File: src/rtl/seg7_pkg.sv
// Shared types and constants for the seven-segment result display.
package seg7_pkg;

  // Display pages; encoding 3 is never entered and is steered back to LO.
  typedef enum logic [1:0] {
    PAGE_LO    = 2'd0,
    PAGE_HI    = 2'd1,
    PAGE_FLAGS = 2'd2,
    PAGE_BAD   = 2'd3
  } page_e;

  // Active-low segment patterns, bit order {g,f,e,d,c,b,a}.
  localparam logic [6:0] SEG_DASH  = 7'b0111111;
  localparam logic [6:0] SEG_BLANK = 7'b1111111;

  localparam logic [6:0] HEX_SEG [16] = '{
    7'b1000000, 7'b1111001, 7'b0100100, 7'b0110000,
    7'b0011001, 7'b0010010, 7'b0000010, 7'b1111000,
    7'b0000000, 7'b0010000, 7'b0001000, 7'b0000011,
    7'b1000110, 7'b0100001, 7'b0000110, 7'b0001110
  };

  // Select the 16-bit word shown on a given page.
  function automatic logic [15:0] page_word(input page_e p,
                                            input logic [31:0] r,
                                            input logic [4:0] f);
    logic [15:0] w;
    case (p)
      PAGE_LO:    w = r[15:0];
      PAGE_HI:    w = r[31:16];
      PAGE_FLAGS: w = {11'b0, f};
      default:    w = 16'h0000;
    endcase
    return w;
  endfunction

endpackage

File: src/rtl/seg7_result_display_if.sv
// Capture handshake between the fp_adder top and the display stage.
interface seg7_result_display_if;
  logic        valid_in;
  logic        ready_out;
  logic [31:0] result_in;
  logic [4:0]  flags_in;

  modport master (output valid_in, output result_in, output flags_in, input ready_out);
  modport slave  (input valid_in, input result_in, input flags_in, output ready_out);
endinterface

File: src/rtl/seg7_result_display_hex_to_seg7.sv
// Combinational 4-bit hex digit to active-low seven-segment decoder.
module hex_to_seg7
  import seg7_pkg::*;
(
  input  logic [3:0] nibble,
  output logic [6:0] seg
);

  // Table lookup of the segment pattern for one hex digit.
  always_comb begin
    seg = HEX_SEG[nibble];
  end

endmodule

File: src/rtl/seg7_result_display.sv
// Captures an fp_adder {result, flags} pair and scans it onto the
// 4-digit active-low seven-segment display, one 16-bit page at a time.
module seg7_result_display
  import seg7_pkg::*;
#(
  parameter int REFRESH_DIV   = 100000,
  parameter int AUTO_PAGE_DIV = 0
) (
  input  logic                  clk,
  input  logic                  rst,
  seg7_result_display_if.slave  cap_if,
  input  logic                  hold,
  input  logic                  page_next,
  output logic [6:0]            seg,
  output logic                  dp,
  output logic [3:0]            an,
  output logic [1:0]            page,
  output logic                  have_result
);

  localparam int RW = $clog2(REFRESH_DIV);
  localparam int AW = (AUTO_PAGE_DIV > 1) ? $clog2(AUTO_PAGE_DIV) : 1;
  localparam logic [RW-1:0] REFRESH_LAST = RW'(REFRESH_DIV - 1);
  localparam logic [AW-1:0] AUTO_LAST    = AW'((AUTO_PAGE_DIV > 0) ? AUTO_PAGE_DIV - 1 : 0);
  localparam bit            AUTO_EN      = (AUTO_PAGE_DIV > 0);

  // Captured data
  logic [31:0] result_q, result_d;
  logic [4:0]  flags_q, flags_d;
  logic        have_result_q, have_result_d;

  // Page FSM
  page_e       page_q, page_d;
  logic [1:0]  page_bits;

  // Scan and auto-page timers
  logic [RW-1:0] refresh_q, refresh_d;
  logic [1:0]    digit_q, digit_d;
  logic [AW-1:0] auto_q, auto_d;

  // Registered display outputs
  logic [6:0] seg_q, seg_d;
  logic [3:0] an_q, an_d;
  logic       dp_q, dp_d;

  logic        capture;
  logic        refresh_wrap;
  logic        auto_wrap;
  logic        advance;
  logic [15:0] word;
  logic [3:0]  nibbles [4];
  logic [3:0]  nibble;
  logic [3:0]  an_dec;
  logic [6:0]  hex_seg;

  // Captures are refused for as long as hold is asserted; nothing is queued.
  assign cap_if.ready_out = ~hold;
  assign capture          = cap_if.valid_in & ~hold;
  assign refresh_wrap     = (refresh_q == REFRESH_LAST);
  assign auto_wrap        = AUTO_EN && (auto_q == AUTO_LAST);
  assign advance          = page_next | auto_wrap;

  // Capture register next state
  always_comb begin
    result_d      = result_q;
    flags_d       = flags_q;
    have_result_d = have_result_q;
    if (capture) begin
      result_d      = cap_if.result_in;
      flags_d       = cap_if.flags_in;
      have_result_d = 1'b1;
    end
  end

  // Refresh counter and digit index; the digit only moves when the counter wraps
  always_comb begin
    refresh_d = refresh_wrap ? '0 : refresh_q + 1'b1;
    digit_d   = refresh_wrap ? digit_q + 2'd1 : digit_q;
  end

  // Auto-page counter restarts on capture, manual advance or its own wrap
  always_comb begin
    auto_d = '0;
    if (AUTO_EN && !capture && !page_next && !auto_wrap) begin
      auto_d = auto_q + 1'b1;
    end
  end

  // Page FSM state register
  always_ff @(posedge clk) begin
    if (rst) begin
      page_q <= PAGE_LO;
    end else begin
      page_q <= page_d;
    end
  end

  // Page FSM next state: a capture always lands on LO, beating any advance
  always_comb begin
    page_d = page_q;
    if (capture) begin
      page_d = PAGE_LO;
    end else begin
      case (page_q)
        PAGE_LO:    if (advance) page_d = PAGE_HI;
        PAGE_HI:    if (advance) page_d = PAGE_FLAGS;
        PAGE_FLAGS: if (advance) page_d = PAGE_LO;
        default:    page_d = PAGE_LO;
      endcase
    end
  end

  // Page FSM output: current page as a plain 2-bit code
  always_comb begin
    page_bits = page_q;
  end

  // Datapath and timer registers
  always_ff @(posedge clk) begin
    if (rst) begin
      result_q      <= '0;
      flags_q       <= '0;
      have_result_q <= 1'b0;
      refresh_q     <= '0;
      digit_q       <= '0;
      auto_q        <= '0;
    end else begin
      result_q      <= result_d;
      flags_q       <= flags_d;
      have_result_q <= have_result_d;
      refresh_q     <= refresh_d;
      digit_q       <= digit_d;
      auto_q        <= auto_d;
    end
  end

  // Split the page word into digits and decode the anode one-hot (active-low)
  always_comb begin
    word = page_word(page_q, result_q, flags_q);
  end

  for (genvar gi = 0; gi < 4; gi++) begin : g_digit
    assign nibbles[gi] = word[4*gi +: 4];
    assign an_dec[gi]  = (digit_q != 2'(gi));
  end

  // Pick the nibble of the digit currently being scanned
  always_comb begin
    nibble = nibbles[digit_q];
  end

  hex_to_seg7 u_hex (
    .nibble (nibble),
    .seg    (hex_seg)
  );

  // Next display pattern; dashes until the first capture, dp marks the page
  always_comb begin
    seg_d = have_result_q ? hex_seg : SEG_DASH;
    an_d  = an_dec;
    dp_d  = (digit_q == page_bits) ? 1'b0 : 1'b1;
  end

  // Output registers, blanked during reset
  always_ff @(posedge clk) begin
    if (rst) begin
      seg_q <= SEG_BLANK;
      an_q  <= 4'b1111;
      dp_q  <= 1'b1;
    end else begin
      seg_q <= seg_d;
      an_q  <= an_d;
      dp_q  <= dp_d;
    end
  end

  assign seg         = seg_q;
  assign an          = an_q;
  assign dp          = dp_q;
  assign page        = page_bits;
  assign have_result = have_result_q;

endmodule

File: src/flat_wrapper.sv
// flat-port wrapper written by rule: the top's interface ports become plain ports
module seg7_result_display_flat import seg7_pkg::*;
#(
  parameter int REFRESH_DIV   = 100000,
  parameter int AUTO_PAGE_DIV = 0
)
  (clk, rst, hold, page_next, seg, dp, an, page, have_result, cap_if_valid_in, cap_if_result_in, cap_if_flags_in, cap_if_ready_out);
  seg7_result_display_if cap_if_i ();
  input  logic clk;
  input  logic rst;
  input  logic hold;
  input  logic page_next;
  output logic [6:0] seg;
  output logic dp;
  output logic [3:0] an;
  output logic [1:0] page;
  output logic have_result;
  input wire logic [$bits(cap_if_i.valid_in)-1:0] cap_if_valid_in;
  input wire logic [$bits(cap_if_i.result_in)-1:0] cap_if_result_in;
  input wire logic [$bits(cap_if_i.flags_in)-1:0] cap_if_flags_in;
  output wire logic [$bits(cap_if_i.ready_out)-1:0] cap_if_ready_out;
  assign cap_if_i.valid_in = cap_if_valid_in;
  assign cap_if_i.result_in = cap_if_result_in;
  assign cap_if_i.flags_in = cap_if_flags_in;
  assign cap_if_ready_out = cap_if_i.ready_out;
  seg7_result_display #(.REFRESH_DIV(REFRESH_DIV), .AUTO_PAGE_DIV(AUTO_PAGE_DIV)) u_core (.clk(clk), .rst(rst), .cap_if(cap_if_i), .hold(hold), .page_next(page_next), .seg(seg), .dp(dp), .an(an), .page(page), .have_result(have_result));
endmodule
File: config.mk
export PLATFORM = sky130hd
export DESIGN_NAME = seg7_result_display_flat
export DESIGN_NICKNAME = d
export VERILOG_FILES = /design/src/rtl/seg7_pkg.sv /design/src/rtl/seg7_result_display_if.sv /design/src/rtl/seg7_result_display_hex_to_seg7.sv /design/src/rtl/seg7_result_display.sv /design/src/flat_wrapper.sv
export SDC_FILE = /design/constraint.sdc
export NUM_CORES = 1
export LEC_CHECK = 0
export ABC_AREA = 1
export CAP_MARGIN = 10
export CORE_MARGIN = 2
export CORE_UTILIZATION = 55
export CTS_BUF_LIST = sky130_fd_sc_hd__clkbuf_4
export DETAILED_ROUTE_END_ITERATION = 7
export PLACE_DENSITY = 0.79
export SETUP_SLACK_MARGIN = 0.05
export SLEW_MARGIN = 0
export SYNTH_ARGS = -nofsm -noshare
export SYNTH_HDL_FRONTEND = slang
export SYNTH_HIERARCHICAL = 1
export SYNTH_SLANG_ARGS = --single-unit
File: constraint.sdc
create_clock -name clk -period 2.3 [get_ports clk]
set_input_delay 0.345 -clock clk [delete_from_list [all_inputs] [get_ports clk]]
set_output_delay 0.345 -clock clk [all_outputs]
set_load 0.005 [all_outputs]
Word-level counts from Yosys, hierarchy flattened

Memories as Yosys holds them, arrays and structs flattened.
Cells that the tools add are included.

Register bits after elaboration: 71
ROM bits: 112
Bits of input ports: 42
Output and inout port bits: 16
Word-level logic and storage cells: 48
Memories: 1

Add/sub/neg operators: 2
$lt $le $gt $ge: 2
Eq/ne operators: 10
Muxes and demuxes: 12
Bitwise gates (word level): 5
Reductions and logical operators: 6

Memory list:

| name            | depth | width | read ports | clocked after Yosys merged registers in | wr ports | RTL line                              | source |
|---|---|---|---|---|---|---|---|
| (no name shown) | 16    | 7     | 1          | 0                                       | 0        | seg7_result_display_hex_to_seg7.sv:11 | `seg = HEX_SEG[nibble];` |

Operators by type and width:

| kind                  | number |
|---|---|
| $pmux 16 s3           | 1 |
| $mux 7                | 3 |
| $add 17x1->17 const B | 1 |
| $eq 17x17->1 const B  | 1 |
| $ne 2x2->1 const B    | 5 |
| $bmux 4 s2            | 1 |
| $mux 4                | 2 |
| $mux 2                | 3 |
| $pmux 2 s3            | 1 |
| $reduce_or 2->1       | 3 |
| $ge 5x5->1 const B    | 1 |
| $not 4->5             | 1 |
| $ge 3x3->1 const B    | 1 |
| $not 2->3             | 1 |
| $reduce_and 3->1      | 1 |
| $add 2x1->2 const B   | 1 |
| $eq 2x1->1 const B    | 1 |
| $eq 2x2->1            | 1 |
| $eq 2x2->1 const B    | 1 |
| $logic_not 2->1       | 1 |
| $ne 2x1->1 const B    | 1 |
| $not 1->1             | 2 |
| $reduce_bool 2->1     | 1 |
| $and 1x1->1           | 1 |
| $mux 1                | 1 |

Depth between registers and ports, before layout

Depth in word-level cells: 10
Depth in mapped cells: 16
Mapped depth without buffers: 15

Modules after synthesis

The synthesis kept the hierarchy.

By module, submodules not included:

| module              | times used | cells an instance | area an instance (um2) | seq. area each (um2) |
|---|---|---|---|---|
| seg7_result_display | 1          | 434               | 3155.5                 | 1421.4 |
| hex_to_seg7         | 1          | 51                | 275.3                  | 0.0 |

Worst setup path after synthesis

OpenSTA, ideal clock, no wires.

Kind: register -> register
From: register u_core.page_q[0], in the netlist u_core/page[0]
To: register u_core.seg_q[3], in the netlist u_core/seg[3]
Library setup time: 0.123 ns
Data arrival time: 1.999 ns
Required time: 2.177 ns
Slack: 0.178 ns
Cell stages (with the launch flop): 15
Path buffers: 2
Clock period less this slack: 2.122 ns
Cells stage by stage: dfxtp_1 > buf_2 > nand2_1 > buf_2 > o21ai_0 > nand3_1 > nand2_1 > inv_1 > ha_1 > inv_1 > nand2_1 > nand2_1 > nand2_1 > nand2_1 > or2_2

Longest elaborated chain between the ends: 9
Elaborated cells between the ends (all ways): 11
Classes of those cells: 2 x eq/ne; 6 x mux; 1 x bitwise; 1 x reduce/logical; 1 x memory

RTL lines:

| item                                        | RTL line                              | source |
|---|---|---|
| start: declaration                          | seg7_result_display.sv:33             | `page_e page_q, page_d;` |
| start signal: assignment                    | seg7_result_display.sv:94             | `page_q <= page_d;` |
| $eq 2x2->1 (tied with other cells)          | seg7_pkg.sv:28                        | `case (p)` |
| $pmux 16 s3 *                               | seg7_pkg.sv:28                        |  |
| $bmux 4 s2 *                                | seg7_result_display.sv:149            | `nibble = nibbles[digit_q];` |
| $mux 4 (not written as such) * (2 in a row) | seg7_result_display.sv:149            |  |
| net u_core.nibble[0]                        | seg7_result_display.sv:52             | `logic [3:0] nibble;` |
| $not 4->5 (not written as such) *           | seg7_result_display_hex_to_seg7.sv:11 |  |
| $mem_v2 16x7 *                              | --                                    |  |
| $mux 7 (not written as such) * (2 in a row) | seg7_result_display_hex_to_seg7.sv:11 |  |
| net u_core.hex_seg[3]                       | seg7_result_display.sv:54             | `logic [6:0] hex_seg;` |
| end signal: assignment                      | seg7_result_display.sv:171            | `seg_q <= seg_d;` |
| end: declaration                            | seg7_result_display.sv:42             | `logic [6:0] seg_q, seg_d;` |

Mark *: on every way through the listed nets, which the timed path passes. The rest lies on a longest branch. The select of a mux whose other input is x is not followed.
A chain may end at the register's enable or synchronous reset.

Worst setup path after layout

Ends and elaborated chain as after synthesis.

==> impl_metrics.toml <==
[synthesis]
synth.top_cell.area_share_pct = 41.43
synth_cell_types = 29
synth-edff-count = 0
yosys-top-cells-count = "nand2_1, dfxtp_1, inv_1"
yosysWarnings = 6
synth_largest_area_cell = "dfxtp_1"
synth_area_leaders = "dfxtp_1, nand2_1, nand3_1"
async_flop_share_pct = 0
synth_ff_type = "dfxtp_1"
yosysMostFrequentCell = "nand2_1"
synth_cells = 485
synth_fp_nets = 539
ys_seq_area_share_pct = 41.43
syn_area_per_cell_um2 = 7.074
synth_seq_cells = 71
syn_area_um2 = 3431

[route]
wl_met3_um = 325
totalWireLength_um = 7145
met2WireLength_um = 3285
drc = 0
post_drt_wl_per_cell_um = 11.49
routed.top_layer = "met4"
vias = 3135
firstDrtPassIters = 4
drt-met1-wl_um = 3451
viasPerCell = 5.040
first_iter_violations = 146
ant_nets = 0

[global_route]
track_usage_pct = 21.61
grt_max_degree = 50
grt_pass1_wl_um = 12520
grt_overflow = 0
grt_pass1_vias = 2867
antenna_found_initial = 0

[final_layout]
finish.net_count = 598
seq_area_um2 = 1429
multiInputGateArea_um2 = 1614
drive_gt1_share_pct = 10.42
fillCellCount = 534
antenna_cells = 0
synthToLayoutAreaGrowth_pct = 22.54
finalCoreUtilization_pct = 70.18

[sta]
final-max-slew-violation-count = 0
rsz0062_at_grt = "false"
finClkSkew_ns = 0.01338
hold_violations = 0
clock.fmax_mhz = 480.3
finalSetupViolCount = 0
worst_slew_pin_slew_ns = 0.4491
relSlewSlack_pct = 70.03
finalCritPeriodShare_pct = 90.52
period_minus_slack_ns = 2.082

[critical_path]
cp_data_arrival_time_ns = 2.37
crit_chain = "nor2_4 > buf_4 > a21oi_1 > o21ai_0 > nand3_1 > nand2_1 > inv_1 > ha_1 > inv_1 > nand2_1 > nand2_1 > nand2_1 > nand2_1 > or2_2"
path_class = "flop to flop"
max_stage_delay_ns = 0.39
crit_path_frequent_cell = "nand2_1"
slowest_stage = "dfxtp_4"
crit_path_start_kind = "flop"
required_ns = 2.59
critPathMaxFanout = 8
cp-end-kind = "flop"

[min_path]
hold_class = "flop to flop"

[die]
fp.dieW_um = 82.98
num_rows = 28
fp.dieH_um = 82.98
dieArea_um2 = 6886
start_util_pct = 57.27
io_pins = 58
coreArea_um2 = 5991

[pwr]
finalPower_mw = 2.243
power_leakage_nw = 1.853
ir_worst_vdd_mv = 0.3181
powerDensity_nw_per_um2 = 533.4

[placement]
io_buffer_count = 57
hpwlAfterDp_um = 5312
gp_congestion = 0.8549

[clock_network]
numCtsBuffers = 9
clock_insertion_delay_worst_skew_ns = 0.39
cts_tree = "yes"
clockRootBuffer = "clkbuf_4"
htreeDepth = 3
clockBufferDepth = 2
path_clk_slew_ns = 0.10
cts_sinks = 71
post_cts_buffers = 0

[job]
max-cap-violations = 0

[outcome]
status = "finished clean"
cells in the final DEF, fill, tap and decap left out, types with 3 or more instances in the layout:
cell / count
nor2_4: 3
nor2_2: 3
nand2_2: 5
nand3_1: 56
nand2_1: 102
a21oi_1: 29
ha_1: 12
o21ai_0: 46
nor2_1: 29
buf_4: 10
xnor2_1: 3
clkdlybuf4s50_1: 57
or2_2: 6
dfxtp_1: 69
o211ai_1: 3
o21ai_1: 5
inv_1: 66
inv_2: 9
nand4_1: 4
clkbuf_4: 11
metal layers:
| metal | up-vias | track usage [%] |
|---|---|---|
| li1 | 1658 | - |
| met1 | 1399 | 27.93 |
| met2 | 70 | 36.44 |
| met3 | 8 | 3.777 |
| met4 | 0 | 7.303 |
| met5 | - | 0 |
power by group:
group	internal [mW]	switching (mW)
logic	0.165	0.153
registers	1.28	0.0301
clock network	0.227	0.385
total	1.67	0.568
sequential cells by signal (all words and copies together) (netlist names):
name,cells
u_core/result_q,32
u_core/refresh_q,17
u_core/seg,7
u_core/flags_q,5
u_core/an,4
u_core/digit_q,2
u_core/page,2
u_core/dp,1
u_core/have_result,1
worst max-delay path, delay by kind of cell (launching register included):
kind | cells | cell delay, ns
fa+ha+maj | 1 | 0.31
compound gates | 2 | 0.15
buf+inv | 3 | 0.31
flops | 1 | 0.39
simple gates | 8 | 0.82
cells by family after synthesis:
group | after synthesis | synth area share [%]
adder cells (fa/ha/maj) | 12 | 4.376
buffers and inverters | 97 | 11.74
flip-flops | 71 | 41.43
AO/OA/AOI/OAI | 86 | 13.02
XOR/XNOR | 4 | 1.021
AND/OR/NAND/NOR | 215 | 28.41
worst paths after layout:
path,cells after the start,slack [ns],endpoint,startpoint
hold reg to reg,2,0.46,u_core/result_q[22],u_core/result_q[22]
setup / recovery,14,0.22,u_core/seg[3],u_core/page[0]
setup reg to reg,14,0.22,u_core/seg[3],u_core/page[0]
hold / removal,2,0.46,u_core/result_q[22],u_core/result_q[22]
what timing repair did:
action | 4_1_cts | 5_1_grt
endpoints found under the setup margin | 3 | 7
hold buffers | 0 | 0
gates resized for setup | 1 | 8
pin swaps | 0 | 1
metrics by stage:
stage | setup WS (ns) | hold WS, ns | instances | TNS (ns) | cell area, um^2
after floorplan | 0.1781 | 0.4239 | 485 | 0 | 3431
after global placement | 0.06660 | 0.4368 | 608 | 0 | 4094
after detailed placement | -0.005743 | 0.4409 | 608 | -0.005743 | 4094
after CTS | 0.06828 | 0.4555 | 622 | 0 | 4192
after global routing | 0.04195 | 0.4646 | 622 | 0 | 4204
final | 0.2181 | 0.4568 | 622 | 0 | 4204
final cells by class:
cell class | count | share of cell area (%)
flip-flops and latches | 71 | 33.99
clock inverters | 3 | 0.2976
inverters | 76 | 6.815
multi-input cells | 317 | 38.39
repair buffers | 69 | 16.31
well taps | 75 | 2.232
clock buffers | 11 | 1.964
No activity file was read; power rests on OpenSTA's default activity.
